### config.mk
export PLATFORM = sky130hd
export DESIGN_NAME = inert_sensor_serf_flat
export DESIGN_NICKNAME = d
export VERILOG_FILES = /design/src/rtl/inert_sensor_serf_if.sv /design/src/rtl/inert_sensor_serf.sv /design/src/flat_wrapper.sv
export SDC_FILE = /design/constraint.sdc
export NUM_CORES = 1
export LEC_CHECK = 0
export BUFFER_PORTS_ARGS = -buffer_cell sky130_fd_sc_hd__buf_2
export CAP_MARGIN = 20
export CORE_UTILIZATION = 35
export DETAILED_ROUTE_END_ITERATION = 10
export GPL_TIMING_DRIVEN = 0
export SETUP_SLACK_MARGIN = 0.2
export SLEW_MARGIN = 20
export SYNTH_ARGS = -nofsm -noshare
export SYNTH_HDL_FRONTEND = slang
export SYNTH_SLANG_ARGS = --single-unit
export TNS_END_PERCENT = 10
### constraint.sdc
create_clock -name clk -period 2.5 [get_ports clk]
set_input_delay 0.125 -clock clk [delete_from_list [all_inputs] [get_ports clk]]
set_output_delay 0.125 -clock clk [all_outputs]
set_load 0.1 [all_outputs]
### src/rtl/inert_sensor_serf_if.sv
// ============================================================================
// Module   : inert_sensor_serf_if
// Brief    : SPI pin bundle between the inertial-sensor monarch and serf.
// Revision : 1.0 - initial release
// ============================================================================
`default_nettype none

interface inert_sensor_serf_if;
  logic SS_n;
  logic SCLK;
  logic MOSI;
  logic MISO;
  logic INT;

  modport slave (
    input  SS_n,
    input  SCLK,
    input  MOSI,
    output MISO,
    output INT
  );

  modport master (
    output SS_n,
    output SCLK,
    output MOSI,
    input  MISO,
    input  INT
  );
endinterface

`default_nettype wire

### src/rtl/inert_sensor_serf.sv
// ============================================================================
// Module   : inert_sensor_serf
// Brief    : SPI serf model of a 6-axis inertial sensor with periodic samples.
//            Optional macro INERT_NOISE_EN adds LFSR noise to ax/ay.
// Revision : 1.0 - initial release
// ============================================================================
`default_nettype none

module inert_sensor_serf #(
  parameter int         ODR_PERIOD = 4096,
  parameter logic [7:0] WHO_AM_I   = 8'h6A
) (
  input wire clk,
  input wire rst_n,
  inert_sensor_serf_if.slave spi
);

  localparam int                c_ODR_W  = $clog2(ODR_PERIOD);
  localparam logic [c_ODR_W-1:0] c_ODR_TC = c_ODR_W'(ODR_PERIOD - 1);
  localparam logic [15:0]       c_AX     = 16'h0100;
  localparam logic [15:0]       c_AY     = 16'hFF00;

  typedef enum logic [1:0] {
    ST_IDLE = 2'd0,
    ST_CMD  = 2'd1,
    ST_DATA = 2'd2
  } state_t;

  state_t      r_state, w_state_nxt;
  logic        r_ss_meta, r_ss_sync, r_ss_prev;
  logic        r_sclk_meta, r_sclk_sync, r_sclk_prev;
  logic        r_mosi_meta, r_mosi_sync;
  logic [4:0]  r_bit_cnt;
  logic [7:0]  r_rx_sh, r_tx_sh, r_cmd;
  logic        r_miso;
  logic [7:0]  r_int_cfg, r_cfg10, r_cfg11, r_cfg14;
  logic        r_int, r_ovr, r_pend;
  logic [15:0] r_n, r_ptch, r_roll, r_yaw, r_ax, r_ay;
  logic [c_ODR_W-1:0] r_odr_cnt;

  logic        w_ss_fall, w_ss_rise, w_sclk_rise, w_sclk_fall;
  logic [7:0]  w_cmd, w_rd_byte;
  logic        w_frame_done, w_wr_commit, w_rd_done;
  logic        w_odr_tc, w_commit;
  logic [3:0]  w_noise;

  // Select chain resets to "selected" so a reset taken mid-frame cannot
  // manufacture a falling edge; the serf then waits for a genuine new frame.
  always_ff @(posedge clk or negedge rst_n) begin
    if (!rst_n) begin
      r_ss_meta   <= 1'b0;
      r_ss_sync   <= 1'b0;
      r_ss_prev   <= 1'b0;
      r_sclk_meta <= 1'b0;
      r_sclk_sync <= 1'b0;
      r_sclk_prev <= 1'b0;
      r_mosi_meta <= 1'b0;
      r_mosi_sync <= 1'b0;
    end else begin
      r_ss_meta   <= spi.SS_n;
      r_ss_sync   <= r_ss_meta;
      r_ss_prev   <= r_ss_sync;
      r_sclk_meta <= spi.SCLK;
      r_sclk_sync <= r_sclk_meta;
      r_sclk_prev <= r_sclk_sync;
      r_mosi_meta <= spi.MOSI;
      r_mosi_sync <= r_mosi_meta;
    end
  end

  assign w_ss_fall   =  r_ss_prev   & ~r_ss_sync;
  assign w_ss_rise   = ~r_ss_prev   &  r_ss_sync;
  assign w_sclk_rise =  r_sclk_sync & ~r_sclk_prev;
  assign w_sclk_fall = ~r_sclk_sync &  r_sclk_prev;
  assign w_cmd       = {r_rx_sh[6:0], r_mosi_sync};

  always_ff @(posedge clk or negedge rst_n) begin
    if (!rst_n) r_state <= ST_IDLE;
    else        r_state <= w_state_nxt;
  end

  always_comb begin
    w_state_nxt  = r_state;
    w_frame_done = 1'b0;
    case (r_state)
      ST_IDLE: if (w_ss_fall) w_state_nxt = ST_CMD;
      ST_CMD: begin
        if (w_ss_rise)                               w_state_nxt = ST_IDLE;
        else if (w_sclk_rise && r_bit_cnt == 5'd7)   w_state_nxt = ST_DATA;
      end
      ST_DATA: begin
        if (w_ss_rise) begin
          w_state_nxt  = ST_IDLE;
          w_frame_done = (r_bit_cnt == 5'd16);
        end
      end
      default: w_state_nxt = ST_IDLE;
    endcase
  end

  assign w_wr_commit = w_frame_done & ~r_cmd[7];
  assign w_rd_done   = w_frame_done &  r_cmd[7];

  always_comb begin
    w_rd_byte = 8'h00;
    case (w_cmd[6:0])
      7'h0D: w_rd_byte = r_int_cfg;
      7'h0F: w_rd_byte = WHO_AM_I;
      7'h10: w_rd_byte = r_cfg10;
      7'h11: w_rd_byte = r_cfg11;
      7'h14: w_rd_byte = r_cfg14;
      7'h1E: w_rd_byte = {6'b0, r_ovr, r_int};
      7'h22: w_rd_byte = r_ptch[7:0];
      7'h23: w_rd_byte = r_ptch[15:8];
      7'h24: w_rd_byte = r_roll[7:0];
      7'h25: w_rd_byte = r_roll[15:8];
      7'h26: w_rd_byte = r_yaw[7:0];
      7'h27: w_rd_byte = r_yaw[15:8];
      7'h28: w_rd_byte = r_ax[7:0];
      7'h29: w_rd_byte = r_ax[15:8];
      7'h2A: w_rd_byte = r_ay[7:0];
      7'h2B: w_rd_byte = r_ay[15:8];
      default: w_rd_byte = 8'h00;
    endcase
  end

  // Read byte is captured on the 8th rising edge, ahead of the falling edge
  // that presents its MSB.
  always_ff @(posedge clk or negedge rst_n) begin
    if (!rst_n) begin
      r_bit_cnt <= 5'd0;
      r_rx_sh   <= 8'h00;
      r_tx_sh   <= 8'h00;
      r_cmd     <= 8'h00;
      r_miso    <= 1'b0;
    end else if (r_state == ST_IDLE) begin
      r_miso <= 1'b0;
      if (w_ss_fall) begin
        r_bit_cnt <= 5'd0;
        r_rx_sh   <= 8'h00;
        r_tx_sh   <= 8'h00;
      end
    end else if (w_sclk_rise) begin
      r_rx_sh <= w_cmd;
      if (r_bit_cnt != 5'd31) r_bit_cnt <= r_bit_cnt + 5'd1;
      if (r_state == ST_CMD && r_bit_cnt == 5'd7) begin
        r_cmd   <= w_cmd;
        r_tx_sh <= w_cmd[7] ? w_rd_byte : 8'h00;
      end
    end else if (w_sclk_fall && r_state == ST_DATA) begin
      r_miso  <= r_tx_sh[7];
      r_tx_sh <= {r_tx_sh[6:0], 1'b0};
    end
  end

  always_ff @(posedge clk or negedge rst_n) begin
    if (!rst_n) begin
      r_int_cfg <= 8'h00;
      r_cfg10   <= 8'h00;
      r_cfg11   <= 8'h00;
      r_cfg14   <= 8'h00;
    end else if (w_wr_commit) begin
      case (r_cmd[6:0])
        7'h0D: r_int_cfg <= r_rx_sh;
        7'h10: r_cfg10   <= r_rx_sh;
        7'h11: r_cfg11   <= r_rx_sh;
        7'h14: r_cfg14   <= r_rx_sh;
        default: ;
      endcase
    end
  end

  assign w_odr_tc = r_int_cfg[1] && (r_odr_cnt == c_ODR_TC);

  always_ff @(posedge clk or negedge rst_n) begin
    if (!rst_n)                         r_odr_cnt <= '0;
    else if (!r_int_cfg[1] || w_odr_tc) r_odr_cnt <= '0;
    else                                r_odr_cnt <= r_odr_cnt + c_ODR_W'(1);
  end

  // Samples land in the data registers only between frames so a read never
  // straddles two samples.
  assign w_commit = r_pend && (r_state == ST_IDLE);

  always_ff @(posedge clk or negedge rst_n) begin
    if (!rst_n) begin
      r_n    <= 16'h0000;
      r_pend <= 1'b0;
    end else if (w_odr_tc) begin
      r_n    <= r_n + 16'd1;
      r_pend <= 1'b1;
    end else if (w_commit) begin
      r_pend <= 1'b0;
    end
  end

`ifdef INERT_NOISE_EN
  logic [15:0] r_lfsr;
  logic [15:0] w_lfsr_nxt;

  assign w_lfsr_nxt = {r_lfsr[14:0], r_lfsr[15] ^ r_lfsr[13] ^ r_lfsr[12] ^ r_lfsr[10]};
  assign w_noise    = w_lfsr_nxt[3:0];

  always_ff @(posedge clk or negedge rst_n) begin
    if (!rst_n)        r_lfsr <= 16'hACE1;
    else if (w_commit) r_lfsr <= w_lfsr_nxt;
  end
`else
  assign w_noise = 4'h0;
`endif

  always_ff @(posedge clk or negedge rst_n) begin
    if (!rst_n) begin
      r_ptch <= 16'h0000;
      r_roll <= 16'h0000;
      r_yaw  <= 16'h0000;
      r_ax   <= c_AX;
      r_ay   <= c_AY;
    end else if (w_commit) begin
      r_ptch <= r_n;
      r_roll <= 16'h0000 - r_n;
      r_yaw  <= {r_n[14:0], 1'b0};
      r_ax   <= c_AX ^ {12'h000, w_noise};
      r_ay   <= c_AY ^ {12'h000, w_noise};
    end
  end

  // A commit outranks a same-cycle clear for both INT and overrun.
  always_ff @(posedge clk or negedge rst_n) begin
    if (!rst_n) begin
      r_int <= 1'b0;
      r_ovr <= 1'b0;
    end else begin
      if (w_commit)                                 r_int <= 1'b1;
      else if (w_rd_done && r_cmd[6:0] == 7'h22)    r_int <= 1'b0;
      if (w_commit && r_int)                        r_ovr <= 1'b1;
      else if (w_rd_done && r_cmd[6:0] == 7'h1E)    r_ovr <= 1'b0;
    end
  end

  assign spi.MISO = r_miso;
  assign spi.INT  = r_int;

endmodule

`default_nettype wire

### src/flat_wrapper.sv
// flat-port wrapper written by rule: the top's interface ports become plain ports
module inert_sensor_serf_flat 
#(
  parameter int         ODR_PERIOD = 4096,
  parameter logic [7:0] WHO_AM_I   = 8'h6A
)
  (clk, rst_n, spi_SS_n, spi_SCLK, spi_MOSI, spi_MISO, spi_INT);
  inert_sensor_serf_if spi_i ();
  input wire clk;
  input wire rst_n;
  input wire logic [$bits(spi_i.SS_n)-1:0] spi_SS_n;
  input wire logic [$bits(spi_i.SCLK)-1:0] spi_SCLK;
  input wire logic [$bits(spi_i.MOSI)-1:0] spi_MOSI;
  output wire logic [$bits(spi_i.MISO)-1:0] spi_MISO;
  output wire logic [$bits(spi_i.INT)-1:0] spi_INT;
  assign spi_i.SS_n = spi_SS_n;
  assign spi_i.SCLK = spi_SCLK;
  assign spi_i.MOSI = spi_MOSI;
  assign spi_MISO = spi_i.MISO;
  assign spi_INT = spi_i.INT;
  inert_sensor_serf #(.ODR_PERIOD(ODR_PERIOD), .WHO_AM_I(WHO_AM_I)) u_core (.clk(clk), .rst_n(rst_n), .spi(spi_i));
endmodule
# After elaboration in Yosys (flattened, before gate mapping)
# Cells that the tools add are included.
# totals
regBits	150
in_bits	5
output_inout_bits	2
wordCells	131
# classes
add_sub_neg	4
n_eq_ne	31
muxes	30
bitwise_logic	12
n_reduce_logical	28
# op_table
op	count
case mux 8 bit (14 select lines)	1
two-way mux 8 bit	8
equality test 7 x 6 -> 1 bit (second input constant)	9
equality test 7 x 5 -> 1 bit (second input constant)	8
equality test 7 x 4 -> 1 bit (second input constant)	3
two-way mux 5 bit	4
adder 16 x 1 -> 16 bit (second input constant)	1
subtractor 1 x 16 -> 16 bit (first input constant)	1
adder 12 x 1 -> 12 bit (second input constant)	1
equality test 12 bit (second input constant)	1
two-way mux 12 bit	1
AND reduction 2 bit	6
AND reduction 3 bit	4
nonzero test 2 bit	6
two-way mux 1 bit	11
logical AND 1 bit	8
two-way mux 2 bit	4
AND 1 bit	6
inverter 1 bit	6
case mux 2 bit (3 select lines)	1
adder 5 x 1 -> 5 bit (second input constant)	1
equality test 5 x 3 -> 1 bit (second input constant)	1
equality test 5 bit (second input constant)	1
!= test 5 bit (second input constant)	1
other kinds (10)	11

# Longest topological paths before layout
# logic_depth
depth_word	8
mapped_depth	8
ltp_nobuf	7

# Least setup slack after synthesis
# OpenSTA, ideal clock, no wires.
# synth_path
path_type	register to register
startpoint	reg u_core.r_bit_cnt[0]
endpoint	reg u_core.r_cfg14[0]
setup_time_ns	0.125
arrival_time_ns	1.998
required_time_ns	2.375
slack_ns	0.377
path_stages_with_launch	8
n_path_buf	0
synth_period_minus_slack_ns	2.123
cell_sequence	dfrtp_1 -> inv_1 -> ha_1 -> and4bb_2 -> nand4_1 -> or3_4 -> nor3b_4 -> mux2_2
# synth_between
elab_chain_cells	5
# synth_rtl
item	line_no	source
from (decl)	inert_sensor_serf.sv:33	logic [4:0] r_bit_cnt;
from (signal assigned)	inert_sensor_serf.sv:145	if (r_bit_cnt != 5'd31) r_bit_cnt <= r_bit_cnt + 5'd1;
equality test 5 bit	inert_sensor_serf.sv:94	w_frame_done = (r_bit_cnt == 5'd16);
two-way mux 1 bit	inert_sensor_serf.sv:92	if (w_ss_rise) begin
two-way mux 1 bit	inert_sensor_serf.sv:85	case (r_state)
AND 1 bit	inert_sensor_serf.sv:101	assign w_wr_commit = w_frame_done & ~r_cmd[7];
AND reduction 2 bit (no line)	n/a	
to (signal assigned)	inert_sensor_serf.sv:167	7'h14: r_cfg14 <= r_rx_sh;
to (decl)	inert_sensor_serf.sv:36	logic [7:0] r_int_cfg, r_cfg10, r_cfg11, r_cfg14;
# Every way passes these cells.
# A chain may end at the register's enable or synchronous reset.

# Worst setup path after layout
# layout_path
startpoint	reg u_core.r_bit_cnt[0]
endpoint	reg u_core.r_cfg14[1]
# The elaborated chain is that of the path after synthesis.

==> impl_metrics.tcl <==
set metrics [dict create \
    port_buffers 6 \
    busiest_layer "met2" \
    met3_usage 0.0445 \
    power_density_mw_per_mm2 645 \
    critPathLaunchType "register" \
    crit_slowest_cell "nor3b_4" \
    drt_wl_total_mm 17.8 \
    synth_fp_nets 678 \
    synthArstFlopShare 1.00 \
    rsz0062_at_grt "true" \
    fin_cells 971 \
    initial_utilization 0.361 \
    drc 0 \
    grt_max_degree 74 \
    period_needed_ps 2350 \
    yosys.cell_types.count 62 \
    coreArea_sq_mm 0.0189 \
    hold_slack_ps 195 \
    tritoncts "built" \
    std_cell_rows 50 \
    grt_pass1_vias 5017 \
    htree_levels 4 \
    die_x_um 142 \
    r2r_slack_ps 150 \
    drtAntennaViolNets 0 \
    cp_max_fo 8 \
    dp_hpwl_mm 12.4 \
    regArea_sq_mm 0.00335 \
    synth_warnings 0 \
    criticalPathCategory "reg2reg" \
    yosysSeqAreaShare 0.491 \
    slew_viol_final 0 \
    ir_drop_uv 468 \
    areaGrowthSynthToFinish_pct 16.3 \
    drt-pass1-iter-count 5 \
    place_inst 934 \
    syn_area_sq_mm 0.00683 \
    grt_antenna_before_repair 0 \
    wl_per_cell_um 18.3 \
    num_vias 5267 \
    chipHeight_um 142 \
    gp_congestion 0.928 \
    grt_usage 0.188 \
    critPathRequiredTime_ps 2820 \
    syn_inst 667 \
    fin_crit_sh 0.939 \
    drive_above_1_share 0.208 \
    postLayoutCoreUtil 0.420 \
    fill_cells 1889 \
    ys_seq_elements 134 \
    finalClockSkew_ps 7.06 \
    synthMostInstantiatedCell "dfrtp_1" \
    crit_arrival_ps 2670 \
    drtIter0Drc 452 \
    finalHoldViolations 0 \
    synth_edf_count 0 \
    multiInputGateArea_sq_mm 0.00330 \
    yosys.area.top_type "dfrtp_1" \
    hp-class "in2async" \
    drv_cap 0 \
    n_antenna_cell 0 \
    cts_root_buf "clkbuf_16" \
    yosys-top-cells-count "dfrtp_1, nand2_1, mux2_2" \
    critPathBufInv 1 \
    tightest_slew_ps 661 \
    endpoint_kind "register" \
    clk_path_buf_depth 2 \
    synth_ff_type "dfrtp_1" \
    postSynthAreaPerCell_sq_um 10.2 \
    clk_pin_slew_worst_paths_ps 60 \
    clock_latency_ps 430 \
    cts_sinks 134 \
    vias_per_cell 5.42 \
    use_met1 0.258 \
    status "complete, no violations" \
    setup_viol_count_final 0 \
    max_freq_mhz 426 \
    slowest_delay_ps 490 \
    nNetsFinal 709 \
    synth_top_area_frac 0.491 \
    synth.area.top_cells "dfrtp_1, mux2_2, nand2_1" \
    cts_buffers 17 \
    use_met2 0.286 \
    path_cells "inv_1, ha_1, and4bb_2, nand4_1, or3_4, nor3b_4, mux2_2" \
    p_leak_nw 3.46 \
    grt_overflow 0 \
    io_pins 7 \
    grt_pass1_wl_mm 28.1 \
    dieArea_sq_mm 0.0201 \
    cpLargestDelayFamily "simple AND/OR/NAND/NOR gates" \
    relSlewSlack 0.560 \
]
power by group:
part	total (mW)	internal (mW)	switching, mW
clock network	2.40	1.40	0.998
registers	2.24	2.21	0.0344
logic	0.478	0.134	0.343
total	5.12	3.75	1.38
path summary, 6_finish.rpt:
| path | startpoint | endpoint | cells after the start |
|---|---|---|---|
| min in group clk | spi_SCLK | u_core.r_sclk_meta | 2 |
| worst min-delay path | rst_n | u_core.r_n[3] | 2 |
| worst min register to register | u_core.r_ss_meta | u_core.r_ss_sync | 0 |
| max in group asynchronous | rst_n | u_core.r_cmd[7] | 3 |
| worst max-delay path | u_core.r_bit_cnt[0] | u_core.r_cfg14[1] | 7 |
| worst max register to register | u_core.r_bit_cnt[0] | u_core.r_cfg14[1] | 7 |
cells by family (layout without fill, tap and decap cells):
group / count (synthesis) / after routing / synth area share
multiplexers: 60 / 60 / 0.0988
AND/OR/NAND/NOR: 249 / 249 / 0.202
buffers and inverters: 65 / 109 / 0.0374
flip-flops: 134 / 134 / 0.491
XOR/XNOR: 41 / 41 / 0.0526
adder cells (fa/ha/maj): 6 / 6 / 0.0110
AO/OA/AOI/OAI: 112 / 112 / 0.107
metrics by stage:
step | TNS [ps] | setup slack (ps) | instance area, sq um | total power [mW]
2_1_floorplan | 0 | 377 | 6830 | 2.55
3_3_place_gp | -77660 | -586 | 7180 | 2.72
3_5_place_dp | -365 | -157 | 7220 | 2.73
4_1_cts | 0 | 38.3 | 7840 | 5.15
5_1_grt | 0 | 63.5 | 7940 | 5.31
6_report | 0 | 152 | 7940 | 5.12
sequential cells by signal, summed over array words and instances (netlist names), 2 cells and up:
| register | count |
|---|---|
| u_core.r_bit_cnt | 5 |
| u_core.r_cfg10 | 8 |
| u_core.r_cfg11 | 8 |
| u_core.r_cfg14 | 8 |
| u_core.r_cmd | 8 |
| u_core.r_int_cfg | 8 |
| u_core.r_n | 16 |
| u_core.r_odr_cnt | 12 |
| u_core.r_ptch | 15 |
| u_core.r_roll | 16 |
| u_core.r_rx_sh | 8 |
| u_core.r_state | 2 |
| u_core.r_tx_sh | 8 |
routing by layer:
metal,routed length (um),vias up
li1,-,2463
met1,8350,2608
met2,8040,161
met3,1010,35
met4,427,0
met5,0,-
area by class of cell:
class,instances,area share
plain buffers,48,0.0260
clock buffers,19,0.0558
clock inverters,13,0.0154
inverters,17,0.00804
multi-input cells,468,0.415
flip-flops and latches,134,0.422
well taps,260,0.0410
repair buffers,12,0.0161
cells in the final DEF (no fill, tap or decap), types with 6 or more instances in the layout:
cell type and count:
and2_1 7, inv_1 16, clkbuf_16 17, and4_1 6
and3_1 8, nor3_1 12, a22o_1 7, a32oi_1 7
clkbuf_1 26, nand4_1 29, nand3_1 28, xnor2_1 21
xor2_1 20, buf_2 14, nor2b_1 10, clkbuf_2 12
mux2_2 55, dfrtp_1 134, ha_1 6, o21ai_0 40
nor2_1 34, nand2_1 67, a21oi_1 20
timing repair:
| action | in CTS | in global routing |
|---|---|---|
| setup endpoints to repair | 40 | 50 |
| gates cloned | 0 | 0 |
| setup buffers | 0 | 1 |
| hold buffers | 4 | 0 |
| endpoints found under the hold margin | 64 | 0 |
| resized for setup | 6 | 30 |
| pin swaps | 0 | 6 |
worst register-to-register path: cells and delay by family (launching register included):
family / cells / cell delay, ps
buffers and inverters: 1 / 70
AND/OR/NAND/NOR: 4 / 1220
multiplexers: 1 / 400
adder cells (fa/ha/maj): 1 / 120
flip-flops: 1 / 420
(Power assumes the default switching activity.)
